--- src/rtl/alu_seq_if.sv ---
// Request/result bus for alu_seq.
// Signals:
//   a_i, b_i     operands (WIDTH bits)
//   op_i         opcode (3 bits)
//   in_valid_i   request valid          in_ready_o   block can accept a request
//   alu_o        result (WIDTH bits)    flags_o      {N,V,C,Z}
//   out_valid_o  result valid           out_ready_i  consumer takes the result
//   busy_o       multiply in progress
// Modports: master drives requests and consumes results; slave is the ALU.
interface alu_seq_if #(
  parameter int unsigned WIDTH = 8
);
  logic [WIDTH-1:0] a_i;
  logic [WIDTH-1:0] b_i;
  logic [2:0]       op_i;
  logic             in_valid_i;
  logic             in_ready_o;
  logic [WIDTH-1:0] alu_o;
  logic [3:0]       flags_o;
  logic             out_valid_o;
  logic             out_ready_i;
  logic             busy_o;

  modport master (
    output a_i, b_i, op_i, in_valid_i, out_ready_i,
    input  in_ready_o, alu_o, flags_o, out_valid_o, busy_o
  );

  modport slave (
    input  a_i, b_i, op_i, in_valid_i, out_ready_i,
    output in_ready_o, alu_o, flags_o, out_valid_o, busy_o
  );
endinterface

--- src/rtl/alu_seq.sv ---
// Sequential ALU with a valid/ready request side and a valid/ready result side.
// Single-cycle ops (ADD, SUB, AND, OR, XOR, SHL, SHR) register their result on the
// accept edge; MUL runs an iterative shift-add, one multiplier bit per cycle, and
// presents its result on the WIDTH-th edge after acceptance.
// Ports:
//   clk_i   clock, rising edge
//   rst_ni  asynchronous active-low reset
//   bus     alu_seq_if slave modport (operands, opcode, handshakes, result, flags, busy)
// Configuration:
//   ALU_SEQ_FLAGS_EN  when defined, flags_o = {N,V,C,Z} of each result;
//                     otherwise flags_o is tied to zero and no flag logic exists.
module alu_seq #(
  parameter int unsigned WIDTH = 8
) (
  input  logic       clk_i,
  input  logic       rst_ni,
  alu_seq_if.slave   bus
);

  localparam int unsigned CntW = $clog2(WIDTH + 1);

  localparam logic [2:0] OpAdd = 3'b000;
  localparam logic [2:0] OpSub = 3'b001;
  localparam logic [2:0] OpAnd = 3'b010;
  localparam logic [2:0] OpOr  = 3'b011;
  localparam logic [2:0] OpXor = 3'b100;
  localparam logic [2:0] OpShl = 3'b101;
  localparam logic [2:0] OpShr = 3'b110;
  localparam logic [2:0] OpMul = 3'b111;

  typedef enum logic [0:0] {StIdle, StMul} state_e;

  state_e             state_q, state_d;
  logic [CntW-1:0]    cnt_q, cnt_d;
  logic [2*WIDTH-1:0] acc_q, acc_d;
  logic [2*WIDTH-1:0] mcand_q, mcand_d;
  logic [WIDTH-1:0]   mplier_q, mplier_d;
  logic [WIDTH-1:0]   alu_q, alu_d;
  logic               out_valid_q, out_valid_d;

  logic               in_ready;
  logic               accept;
  logic               load_alu;
  logic               mul_done;
  logic [WIDTH-1:0]   comb_res;
  logic [2*WIDTH-1:0] mul_sum;

  // Accepting on the same edge that the pending result is consumed keeps
  // back-to-back requests gap-free.
  assign in_ready = (state_q == StIdle) && (!out_valid_q || bus.out_ready_i);
  assign accept   = bus.in_valid_i && in_ready;

  // Single-cycle result, computed straight from the bus on the accept edge.
  always_comb begin
    comb_res = '0;
    unique case (bus.op_i)
      OpAdd:   comb_res = bus.a_i + bus.b_i;
      OpSub:   comb_res = bus.a_i - bus.b_i;
      OpAnd:   comb_res = bus.a_i & bus.b_i;
      OpOr:    comb_res = bus.a_i | bus.b_i;
      OpXor:   comb_res = bus.a_i ^ bus.b_i;
      OpShl:   comb_res = bus.a_i << 1;
      OpShr:   comb_res = bus.a_i >> 1;
      OpMul:   comb_res = '0;
      default: comb_res = '0;
    endcase
  end

  // Partial-product accumulation for the current multiplier bit.
  assign mul_sum = acc_q + (mplier_q[0] ? mcand_q : '0);

  always_comb begin
    state_d     = state_q;
    cnt_d       = cnt_q;
    acc_d       = acc_q;
    mcand_d     = mcand_q;
    mplier_d    = mplier_q;
    alu_d       = alu_q;
    out_valid_d = out_valid_q && !bus.out_ready_i;
    load_alu    = 1'b0;
    mul_done    = 1'b0;

    unique case (state_q)
      StIdle: begin
        if (accept) begin
          if (bus.op_i == OpMul) begin
            state_d  = StMul;
            cnt_d    = '0;
            acc_d    = '0;
            mcand_d  = {{WIDTH{1'b0}}, bus.a_i};
            mplier_d = bus.b_i;
          end else begin
            alu_d       = comb_res;
            out_valid_d = 1'b1;
            load_alu    = 1'b1;
          end
        end
      end
      StMul: begin
        acc_d    = mul_sum;
        mcand_d  = mcand_q << 1;
        mplier_d = mplier_q >> 1;
        cnt_d    = cnt_q + CntW'(1);
        if (cnt_q == CntW'(WIDTH - 1)) begin
          state_d     = StIdle;
          alu_d       = mul_sum[WIDTH-1:0];
          out_valid_d = 1'b1;
          mul_done    = 1'b1;
        end
      end
      default: state_d = StIdle;
    endcase
  end

  always_ff @(posedge clk_i or negedge rst_ni) begin
    if (!rst_ni) begin
      state_q     <= StIdle;
      cnt_q       <= '0;
      acc_q       <= '0;
      mcand_q     <= '0;
      mplier_q    <= '0;
      alu_q       <= '0;
      out_valid_q <= 1'b0;
    end else begin
      state_q     <= state_d;
      cnt_q       <= cnt_d;
      acc_q       <= acc_d;
      mcand_q     <= mcand_d;
      mplier_q    <= mplier_d;
      alu_q       <= alu_d;
      out_valid_q <= out_valid_d;
    end
  end

`ifdef ALU_SEQ_FLAGS_EN
  logic [3:0] flags_q, flags_d;
  logic [3:0] alu_flags;
  logic       flag_c;
  logic       flag_v;

  always_comb begin
    flag_c = 1'b0;
    flag_v = 1'b0;
    unique case (bus.op_i)
      OpAdd: begin
        // Unsigned wrap means carry-out.
        flag_c = comb_res < bus.a_i;
        flag_v = (bus.a_i[WIDTH-1] == bus.b_i[WIDTH-1]) &&
                 (comb_res[WIDTH-1] != bus.a_i[WIDTH-1]);
      end
      OpSub: begin
        flag_c = bus.a_i < bus.b_i;
        flag_v = (bus.a_i[WIDTH-1] != bus.b_i[WIDTH-1]) &&
                 (comb_res[WIDTH-1] != bus.a_i[WIDTH-1]);
      end
      OpShl:   flag_c = bus.a_i[WIDTH-1];
      OpShr:   flag_c = bus.a_i[0];
      default: begin
        flag_c = 1'b0;
        flag_v = 1'b0;
      end
    endcase
  end

  assign alu_flags = {comb_res[WIDTH-1], flag_v, flag_c, ~|comb_res};

  always_comb begin
    flags_d = flags_q;
    if (load_alu) begin
      flags_d = alu_flags;
    end else if (mul_done) begin
      flags_d = {mul_sum[WIDTH-1], 1'b0, |mul_sum[2*WIDTH-1:WIDTH], ~|mul_sum[WIDTH-1:0]};
    end
  end

  always_ff @(posedge clk_i or negedge rst_ni) begin
    if (!rst_ni) begin
      flags_q <= '0;
    end else begin
      flags_q <= flags_d;
    end
  end

  assign bus.flags_o = flags_q;
`else
  assign bus.flags_o = 4'h0;
`endif

  assign bus.in_ready_o  = in_ready;
  assign bus.alu_o       = alu_q;
  assign bus.out_valid_o = out_valid_q;
  assign bus.busy_o      = (state_q == StMul);

endmodule

--- src/flat_wrapper.sv ---
// flat-port wrapper written by rule: the top's interface ports become plain ports
module alu_seq_flat 
#(
  parameter int unsigned WIDTH = 8
)
  (clk_i, rst_ni, bus_a_i, bus_b_i, bus_op_i, bus_in_valid_i, bus_out_ready_i, bus_in_ready_o, bus_alu_o, bus_flags_o, bus_out_valid_o, bus_busy_o);
  alu_seq_if #(.WIDTH(WIDTH)) bus_i ();
  input  logic clk_i;
  input  logic rst_ni;
  input wire logic [$bits(bus_i.a_i)-1:0] bus_a_i;
  input wire logic [$bits(bus_i.b_i)-1:0] bus_b_i;
  input wire logic [$bits(bus_i.op_i)-1:0] bus_op_i;
  input wire logic [$bits(bus_i.in_valid_i)-1:0] bus_in_valid_i;
  input wire logic [$bits(bus_i.out_ready_i)-1:0] bus_out_ready_i;
  output wire logic [$bits(bus_i.in_ready_o)-1:0] bus_in_ready_o;
  output wire logic [$bits(bus_i.alu_o)-1:0] bus_alu_o;
  output wire logic [$bits(bus_i.flags_o)-1:0] bus_flags_o;
  output wire logic [$bits(bus_i.out_valid_o)-1:0] bus_out_valid_o;
  output wire logic [$bits(bus_i.busy_o)-1:0] bus_busy_o;
  assign bus_i.a_i = bus_a_i;
  assign bus_i.b_i = bus_b_i;
  assign bus_i.op_i = bus_op_i;
  assign bus_i.in_valid_i = bus_in_valid_i;
  assign bus_i.out_ready_i = bus_out_ready_i;
  assign bus_in_ready_o = bus_i.in_ready_o;
  assign bus_alu_o = bus_i.alu_o;
  assign bus_flags_o = bus_i.flags_o;
  assign bus_out_valid_o = bus_i.out_valid_o;
  assign bus_busy_o = bus_i.busy_o;
  alu_seq #(.WIDTH(WIDTH)) u_core (.clk_i(clk_i), .rst_ni(rst_ni), .bus(bus_i));
endmodule
--- config.mk ---
export PLATFORM = sky130hd
export DESIGN_NAME = alu_seq_flat
export DESIGN_NICKNAME = d
export VERILOG_FILES = /design/src/rtl/alu_seq_if.sv /design/src/rtl/alu_seq.sv /design/src/flat_wrapper.sv
export SDC_FILE = /design/constraint.sdc
export NUM_CORES = 1
export LEC_CHECK = 0
export BUFFER_PORTS_ARGS = -buffer_cell sky130_fd_sc_hd__buf_2
export CAP_MARGIN = 10
export CORE_MARGIN = 2
export CORE_UTILIZATION = 53
export CTS_BUF_LIST = sky130_fd_sc_hd__clkbuf_16
export DETAILED_ROUTE_END_ITERATION = 8
export GPL_ROUTABILITY_DRIVEN = 0
export PLACE_DENSITY = 0.77
export SLEW_MARGIN = 20
export SYNTH_ARGS = -nofsm -noshare
export SYNTH_HDL_FRONTEND = slang
export SYNTH_SLANG_ARGS = --single-unit
--- constraint.sdc ---
create_clock -name clk_i -period 2.1 [get_ports clk_i]
set_input_delay 0.315 -clock clk_i [delete_from_list [all_inputs] [get_ports clk_i]]
set_output_delay 0.315 -clock clk_i [all_outputs]
set_load 0.01 [all_outputs]
==> impl_results.md <==
* Status: finished with violations
* Violated checks: hold timing, setup timing
* Crit path max fanout at 4
* FF+latch count, synth at 38
* Clk_lat worst skew at 0.29 ns
* Clock sink total at 38
* Post-Syn Area at 3190 um2
* FP Rows at 28
* Sequential cell area at ~950 um2
* Minimum clock period at 2.17 ns
* R2r worst-path depth at 9
* Initial Utilization at 54.5%
* # IOs at 38
* Ys async rst share at 100%
* Worst path max stage delay at 0.42 ns
* Levels on crit path at 9
* Filler cells at 399
* Core ar. at 5850 um2
* Max-slew violation count at 0
* CTS clk-pin slew, worst paths at approximately 0.06 ns
* Post-DP HPWL at 5920 um
* P per Cell Area at 971 nW/um2
* Dpl cells at 508
* Sequential fraction of the synthesis area at between 20% and 30%
* CTS H-tree depth at 2
* Setup violators final at 3
* Final instance area at 4260 um2
* Unique masters post-synth at 50
* Endpoints failing hold at 16
* DIE WIDTH at 81.5 um
* Final period util at 103%
* Die height at 81.5 um
* Post-layout util at 72.7%
* Leak Pwr at 2.08 nW
* Multi-input combinational cell area at 2310 um2
* Top cells by area, synth: dfrtp_1, ha_1, mux2i_1
* Via density at 5.95
* Initial drt markers at 298
* Fin worst setup slack at -0.0710 ns
* Max-Slew Margin vs Limit at between 60% and 70%
* Nets at roughly 500
* WL final at 9230 um
* EDFF count, synth at 0
* Placed cell areas at roughly 3700 um2
* F_max at 461 MHz
* CP Class: reg2reg
* Worst min-delay path class: in2async
* Most common cell after layout, fill and taps aside: buf_4
* Yosys top cell by area: dfrtp_1
* Finished Layout Cells at about 520
* Top_reg_cell synth: dfrtp_1
* Port Buf Inserts at 33
* CP cell instances: buf_4, and2_4, ha_4, nand2_1, o2111ai_2, a21o_1, a21oi_2, xnor2_2, a221o_1
* GR Util met2 at a little under half
* M3 GR Usage at 3.74%
* RSZ-0062 raised after global routing: true
* First-pass GRT wire length at 13900 um
* Max cap viols at 0
* Slowest-stage cell, CP: dfrtp_1
* Synth Area per Inst at 8.59 um2
* Die Area at 6650 um2
* Worst setup EP type: register
* Hold WS at -0.00890 ns
* DR pass1 iterations at 5
* Fin Setup TNS at -0.131 ns
* Yosys warns at 0
* Clock skew at approximately 0.0034 ns
* Drt wl/cell at 17.7 um
* Antenna fix cells at 0
* Most frequent cells in the layout: buf_4, nand2_1, dfrtp_1, buf_2, o21ai_0
* WP data arrival at 2.34 ns
* Global route hottest layer: met2
* CP required at 2.27 ns
* ANT nets after route at 0
* CP Launch Type: register
* Delay-heaviest family, CP: compound AO/OA/AOI/OAI gates
* GRT Util Overall at a little over a quarter
* Via count at 3108
* CTS tree: yes
* Worst Path Buf+Inv at 1
* Number of global-route vias before repair at 2805
* Total global routing overflow at 0
* Slew of the pin with the lowest slew margin at about 0.51 ns
* Clock buffer depth at 2
* CTS hold repair buffers at 0
* DRC at 0
* Antenna violations before repair at 0
* Num CTS Buffers at 5
* Largest net degree at the start of global routing at 57
* Clk root buf: clkbuf_16
* Area delta synth->final at 33.5%
* IR drop worst, VDD at 0.000810 V
* GR met1 Demand/Resource at 36.1%
* Syn Inst Count at roughly 370
* Layout cells sized above 1 at ~34%
* Area fraction of the dominant cell type after synthesis at 29.8%
==> where the power goes <==
part,leakage [nW],internal [mW],switching (mW)
clock network,0.0940,0.683,0.329
registers,0.496,1.01,0.230
logic,1.49,0.872,1.01
==> per-layer routing <==
| metal | wire, um | share of wire (%) |
|---|---|---|
| met1 | 3860 | 42 |
| met2 | 4560 | 49 |
| met3 | 538 | 5.8 |
| met4 | 283 | 3.1 |
| met5 | 0 | 0 |
==> worst paths after layout <==
| path | endpoint | slack, ns | startpoint |
|---|---|---|---|
| max | u_core.bus.alu_o[7] | -0.07 | u_core.mplier_q[0] |
| min | u_core.bus.alu_o[7] | -0.009 | rst_ni |
| max reg2reg | u_core.bus.alu_o[7] | -0.07 | u_core.mplier_q[0] |
| min reg2reg | u_core.bus.alu_o[2] | 0.46 | u_core.bus.alu_o[2] |
| max in group asynchronous | u_core.mplier_q[3] | 1.48 | rst_ni |
| min in group clk_i | u_core.bus.out_valid_o | 0.32 | bus_out_ready_i |
==> final cells by class <==
type                       count  area share (%)
clock buffer                   5            2.94
clock inverter                 3            1.62
inverter                      24            2.12
multi-input combinational    289            54.4
sequential                    38            22.4
tap                           75            2.21
timing repair buffer          88            14.3
==> metrics by stage <==
step	setup slack [ns]	total power [mW]
floorplan	-0.276	2.23
global placement	-0.451	2.74
detailed placement	-0.483	2.81
CTS	-0.00435	3.95
global route	-0.145	4.40
finish	-0.0710	4.13
==> Yosys cell counts, types with 4 or more instances <==
master and count:
buf_2 8, a211oi_1 7, o21ai_1 9, nor2_1 16, nor2b_1 5, nand2_1 45, and2_1 9, nand2b_1 8
buf_6 4, o21ai_0 34, a21oi_1 17, mux2i_1 18, nor3_1 4, o22ai_1 4, buf_4 5, a21o_1 6
dfrtp_1 38, a31oi_1 4, nor3b_1 6, xor2_1 6, ha_1 32, a22o_1 4, clkbuf_1 6, nand3_1 7
inv_1 24, xnor2_1 14
==> cell families (layout without fill, tap and decap cells) <==
group | Yosys count | in the layout | share of synthesized area (%)
xor gates and xnor gates | 20 | 20 | 5.50
and+or+nand+nor | 110 | 110 | 17.5
other | 1 | 4 | 0.118
muxes | 19 | 19 | 6.01
AOI/OAI and AO/OA | 102 | 102 | 19.8
DFF | 38 | 38 | 29.8
adders and majority gates | 34 | 34 | 13.8
buffers and inverters | 47 | 120 | 7.38
==> flip-flops by register name, indices dropped and copies added, names as in the netlist <==
signal                  flops
u_core.mplier_q             8
u_core.bus.busy_o           1
u_core.bus.out_valid_o      1
u_core.cnt_q                4
u_core.mcand_q              8
u_core.acc_q                8
u_core.bus.alu_o            8
==> timing repair <==
action | 4_1_cts | 5_1_grt
setup buffers | 2 | 4
gates cloned | 0 | 0
endpoints found under the hold margin | 0 | 0
gates resized for setup | 29 | 31
endpoints found under the setup margin | 8 | 7
pin swaps | 21 | 18
No activity file was read; power rests on OpenSTA's default activity.
